**config.mk**
```make
export PLATFORM = sky130hd
export DESIGN_NAME = alu_control_32_bit_flat
export DESIGN_NICKNAME = d
export VERILOG_FILES = /design/src/rtl/alu_control_32_bit_pkg.sv /design/src/rtl/alu_control_32_bit_if.sv /design/src/rtl/alu_control_32_bit_decode.sv /design/src/rtl/alu_control_32_bit.sv /design/src/flat_wrapper.sv
export SDC_FILE = /design/constraint.sdc
export NUM_CORES = 1
export LEC_CHECK = 0
export ABC_AREA = 1
export BUFFER_PORTS_ARGS = -buffer_cell sky130_fd_sc_hd__buf_2
export CAP_MARGIN = 20
export CORE_AREA = 2 2 39 41
export DETAILED_ROUTE_END_ITERATION = 7
export DIE_AREA = 0 0 41 43
export SLEW_MARGIN = 20
export SYNTH_ARGS = -nofsm -noshare
export SYNTH_HDL_FRONTEND = slang
export SYNTH_SLANG_ARGS = --single-unit
```
**constraint.sdc**
```tcl
create_clock -name clk -period 1.6 [get_ports clk]
set_input_delay 0.32 -clock clk [delete_from_list [all_inputs] [get_ports clk]]
set_output_delay 0.32 -clock clk [all_outputs]
set_load 0.02 [all_outputs]
```
**src/rtl/alu_control_32_bit_pkg.sv**
```systemverilog
// Shared widths and encodings for the MIPS ALU-control decoder.
// Covers the ALUOp classes, the R-type funct values and the ALU operation codes.
package alu_control_pkg;

    localparam int OP_W    = 2;
    localparam int FUNCT_W = 6;
    localparam int CODE_W  = 4;

    typedef logic [OP_W-1:0]    alu_op_t;
    typedef logic [FUNCT_W-1:0] funct_t;
    typedef logic [CODE_W-1:0]  alu_code_t;

    localparam alu_op_t ALUOP_MEM   = 2'b00;
    localparam alu_op_t ALUOP_BR    = 2'b01;
    localparam alu_op_t ALUOP_RTYPE = 2'b10;

    localparam funct_t F_ADD  = 6'b100000;
    localparam funct_t F_ADDU = 6'b100001;
    localparam funct_t F_SUB  = 6'b100010;
    localparam funct_t F_SUBU = 6'b100011;
    localparam funct_t F_AND  = 6'b100100;
    localparam funct_t F_OR   = 6'b100101;
    localparam funct_t F_XOR  = 6'b100110;
    localparam funct_t F_NOR  = 6'b100111;
    localparam funct_t F_SLT  = 6'b101010;
    localparam funct_t F_SLTU = 6'b101011;

    localparam alu_code_t ALU_AND     = 4'b0000;
    localparam alu_code_t ALU_OR      = 4'b0001;
    localparam alu_code_t ALU_ADD     = 4'b0010;
    localparam alu_code_t ALU_XOR     = 4'b0011;
    localparam alu_code_t ALU_SUB     = 4'b0110;
    localparam alu_code_t ALU_SLT     = 4'b0111;
    localparam alu_code_t ALU_NOR     = 4'b1100;
    localparam alu_code_t ALU_ILLEGAL = 4'b1111;

endpackage

```
**src/rtl/alu_control_32_bit_if.sv**
```systemverilog
// Request/response bundle between main control, the ALU-control stage and the ALU.
// The master side drives the request; the slave side returns the registered code.
interface alu_control_32_bit_if;
    import alu_control_pkg::*;

    logic      in_valid;
    alu_op_t   aluOp;
    funct_t    fuct_field;
    alu_code_t aluCode;
    logic      out_valid;
    logic      illegal;

    modport master (
        output in_valid, aluOp, fuct_field,
        input  aluCode, out_valid, illegal
    );

    modport slave (
        input  in_valid, aluOp, fuct_field,
        output aluCode, out_valid, illegal
    );

endinterface

```
**src/rtl/alu_control_32_bit_decode.sv**
```systemverilog
// Purely combinational ALUOp/funct to ALU-code decode.
// Anything outside the supported set maps to ALU_ILLEGAL with the illegal flag raised.
module alu_control_decode
    import alu_control_pkg::*;
(
    input  alu_op_t   aluOp_i,
    input  funct_t    fuct_field_i,
    output alu_code_t code_o,
    output logic      illegal_o
);

    always_comb begin
        // NOTE: defaults first so every path assigns both outputs; no latch can be inferred.
        code_o    = ALU_ILLEGAL;
        illegal_o = 1'b1;
        case (aluOp_i)
            ALUOP_MEM: begin
                code_o    = ALU_ADD;
                illegal_o = 1'b0;
            end
            ALUOP_BR: begin
                code_o    = ALU_SUB;
                illegal_o = 1'b0;
            end
            ALUOP_RTYPE: begin
                illegal_o = 1'b0;
                case (fuct_field_i)
                    F_ADD, F_ADDU: code_o = ALU_ADD;
                    F_SUB, F_SUBU: code_o = ALU_SUB;
                    F_AND:         code_o = ALU_AND;
                    F_OR:          code_o = ALU_OR;
                    F_XOR:         code_o = ALU_XOR;
                    F_NOR:         code_o = ALU_NOR;
                    F_SLT, F_SLTU: code_o = ALU_SLT;
                    default: begin
                        code_o    = ALU_ILLEGAL;
                        illegal_o = 1'b1;
                    end
                endcase
            end
            default: begin
                code_o    = ALU_ILLEGAL;
                illegal_o = 1'b1;
            end
        endcase
    end

endmodule

```
**src/rtl/alu_control_32_bit.sv**
```systemverilog
// Registered ALU-control stage: decodes a valid ALUOp/funct pair into the ALU code
// one cycle later; code and illegal flag hold while no valid input arrives.
module alu_control_32_bit
    import alu_control_pkg::*;
(
    input  logic                  clk,
    input  logic                  rst,
    alu_control_32_bit_if.slave   bus
);

    alu_code_t dec_code;
    logic      dec_illegal;

    alu_code_t code_d, code_q;
    logic      illegal_d, illegal_q;
    logic      valid_d, valid_q;

    alu_control_decode u_decode (
        .aluOp_i      (bus.aluOp),
        .fuct_field_i (bus.fuct_field),
        .code_o       (dec_code),
        .illegal_o    (dec_illegal)
    );

    always_comb begin
        code_d    = code_q;
        illegal_d = illegal_q;
        valid_d   = bus.in_valid;
        if (bus.in_valid) begin
            code_d    = dec_code;
            illegal_d = dec_illegal;
        end
    end

    // NOTE: sequential state uses non-blocking assignments so all registers update together.
    always_ff @(posedge clk) begin
        if (rst) begin
            code_q    <= ALU_AND;
            illegal_q <= 1'b0;
            valid_q   <= 1'b0;
        end else begin
            code_q    <= code_d;
            illegal_q <= illegal_d;
            valid_q   <= valid_d;
        end
    end

    assign bus.aluCode   = code_q;
    assign bus.illegal   = illegal_q;
    assign bus.out_valid = valid_q;

endmodule

```
**src/flat_wrapper.sv**
```systemverilog
// flat-port wrapper written by rule: the top's interface ports become plain ports
module alu_control_32_bit_flat import alu_control_pkg::*;
  (clk, rst, bus_in_valid, bus_aluOp, bus_fuct_field, bus_aluCode, bus_out_valid, bus_illegal);
  alu_control_32_bit_if bus_i ();
  input  logic clk;
  input  logic rst;
  input wire logic [$bits(bus_i.in_valid)-1:0] bus_in_valid;
  input wire logic [$bits(bus_i.aluOp)-1:0] bus_aluOp;
  input wire logic [$bits(bus_i.fuct_field)-1:0] bus_fuct_field;
  output wire logic [$bits(bus_i.aluCode)-1:0] bus_aluCode;
  output wire logic [$bits(bus_i.out_valid)-1:0] bus_out_valid;
  output wire logic [$bits(bus_i.illegal)-1:0] bus_illegal;
  assign bus_i.in_valid = bus_in_valid;
  assign bus_i.aluOp = bus_aluOp;
  assign bus_i.fuct_field = bus_fuct_field;
  assign bus_aluCode = bus_i.aluCode;
  assign bus_out_valid = bus_i.out_valid;
  assign bus_illegal = bus_i.illegal;
  alu_control_32_bit u_core (.clk(clk), .rst(rst), .bus(bus_i));
endmodule
```
==> impl_metrics.toml <==
[yosys]
synth.avg_cell_area_sq_um = 5.78
synth_nets = 77
syn-cell-area_sq_um = 382
post_synthesis_register_bit_count = 6
synth-seq-area-share_pct = 31.5
cell_count_after_synthesis = 66
ys_warn_count = 0
synth.lib_cells_used.distinct = 12

[worst_setup_path]
path_depth = 1
crit_type = "reg -> out"
cp_max_fo = 2
largest_delay_contributor_family_on_the_critical_path = "flip-flops"
critical_path_buf_inv_count = 1
critPathArrivalTime_ps = 720
critical_path_required_ps = 1280
worst-r2r-cell-count = 4
timing.critical_path.from_type = "register"
worst-r2r-setup-slack_ps = 920
worst_path_slowest_cell = "dfxtp_1"
timing.critical_path.to_type = "output pin"
critical_path.max_stage_delay_ps = 320
ordered_cell_list_for_the_critical_path = "buf_2"

[die]
placement_rows = 14
vert_die_dim_microns = 43
floorplan.die_area_sq_um = 1760
placeableCoreArea_sq_um = 1380
starting_utilization_of_the_core_area_pct = 27.6
pin_count = 17
fp.dieW_microns = 41

[sta]
final_max_slew_viol_count = 0
relSlewSlack_pct = 88.8
rsz0062_at_grt = "false"
worst-slew-pin-transition_ps = 168
hold_violations = 0
period_share_pct = 65.1
finalWorstPathRequiredPeriod_ps = 1040
tns_ps = 0
fin_worst_hold_slack_ps = 310
skew_ps = 0
max_clock_freq_ghz = 0.960
count_of_endpoints_failing_setup_in_the_final_report = 0

[clock_network]
cts_buffer_depth = 2
cts_inserted_buffers = 3
cts_tree = "yes"
post_cts_resized = 0
clk-insertion-delay-late_ps = 240
clock_tree.htree_level_count = 1
clk_root_buffer_cell = "clkbuf_4"
clk_pin_slew_ps = 40
cts_setup_buffers = 0
post_cts_hold_buffer_count = 0
cts.sink_count = 6

[global_route]
antenna_found_initial = 0
grt_max_degree = 7
global_route.overflow_total = 0
vias_in_the_first_global_route = 340
global_route_wire_length_before_repair_microns = 1260
track_usage_pct = 10.7

[routing]
total_detailed_routing_wirelength_microns = 791
via_count = 428
first_iter_violations = 9
drt_pre_antenna_iters = 4
wl_per_cell_microns = 7.83
post_drt_via_cell_ratio = 4.24
drc = 0
postRouteAntennaNets = 0

[placed_design]
place.gp.congestion = 0.776
area_after_detailed_placement_sq_um = 482
place.detailed.hpwl_microns = 684
io_buffer_count = 16

[worst_hold_path]
min_delay_path_depth = 2
timing.hold.worst.class = "in -> reg"

[power_and_ir_drop]
power.switching_fraction_pct = 28.3
switchingPower_uw = 109
peakVddDrop_mv = 0.180
seq_power_share_pct = 42.3
total_leakage_power_uw = 0.000283
power_density_nw_per_um2 = 767
clkPwrFrac_pct = 35.3
p_comb_share_pct = 22.4
cell_internal_pwr_uw = 277

[finish]
fill_cells = 167
regArea_sq_um = 120
final_layout_size_suffix_gt1_share_pct = 31.8
multi_input_comb_area_sq_um = 209
design_area_sq_um = 504
layout.nets = 98
layout-area-overhead-vs-synth_pct = 32.1
num_antenna_cells = 0
layout.core_utilization_pct = 36.4

[outcome]
run_status = "finished clean"

[job]
drv_cap = 0
-- power by group through the flow --
| stage | clock [uW] | combinational (uW) | sequential [uW] |
|---|---|---|---|
| after global placement | 0 | 86.6 | 166 |
| after detailed placement | 0 | 87.1 | 167 |
| final | 137 | 86.5 | 164 |
| after global routing | 153 | 98.2 | 165 |
| after CTS | 145 | 87.4 | 164 |
| after floorplan | 0 | 39.5 | 179 |
-- layout by cell type (no fill, tap or decap), types with 3 or more instances in the layout --
master / n
a21oi_1: 5
buf_2: 16
clkbuf_4: 3
dfxtp_1: 6
inv_1: 13
nand2_1: 12
nand2_2: 3
nand3_1: 3
nor2_1: 14
nor2_2: 4
o21ai_0: 3
-- metal layers --
metal  vias to the layer above  track usage, %  wire length [microns]
li1                        240               -                      -
met4                         0            8.00                     19
met5                         -               0                      0
met1                       169            13.4                    378
met2                        17            14.7                    330
met3                         2            3.14                     64
-- synthesized netlist by cell type, drive strengths merged --
library cell  number  area share [%]
a21oi              5             6.6
dfxtp              6              31
inv               14              14
nand2             15              17
nand3              3             3.9
nor2              18              20
o21ai              4             5.2
o21bai             1             2.0
-- layout make-up --
cell class / count / area share [%]
multi-input cells: 46 / 41.4
flip-flops and latches: 6 / 23.8
repair buffers: 16 / 15.9
inverters: 14 / 10.4
clock buffers: 3 / 4.47
well taps: 16 / 3.97
-- worst paths after layout --
path	from	endpoint
min reg2reg	u_core.bus.illegal	u_core.bus.illegal
min	rst	u_core.bus.aluCode[3]
max	u_core.bus.aluCode[1]	bus_aluCode[1]
max reg2reg	u_core.bus.aluCode[3]	u_core.bus.aluCode[3]
-- cell families (layout without fill, tap and decap cells) --
family                 Yosys count  count (layout)  share of synthesized area (%)
AOI/OAI and AO/OA               10              10                           13.8
buffers and inverters           14              33                           13.8
DFF                              6               6                           31.5
and+or+nand+nor                 36              36                           41.0
-- registers in the layout, summed over array words and instances (netlist names) --
register	count
u_core.bus.out_valid	1
u_core.bus.aluCode	4
u_core.bus.illegal	1
-- worst reg2reg max path, stage by stage, from the launching register on --
cell and delay [ps]:
dfxtp_1 320, nand2_1 50, o21ai_0 70, inv_1 60, a21oi_1 120
-- through the flow --
stage,worst slack [ps],cells,total power (uW)
floorplan,569,66,219
global placement,361,98,253
detailed placement,385,98,254
CTS,542,101,396
global route,508,101,416
finish,558,101,387
Note: power is estimated with default switching activity, not from simulation.
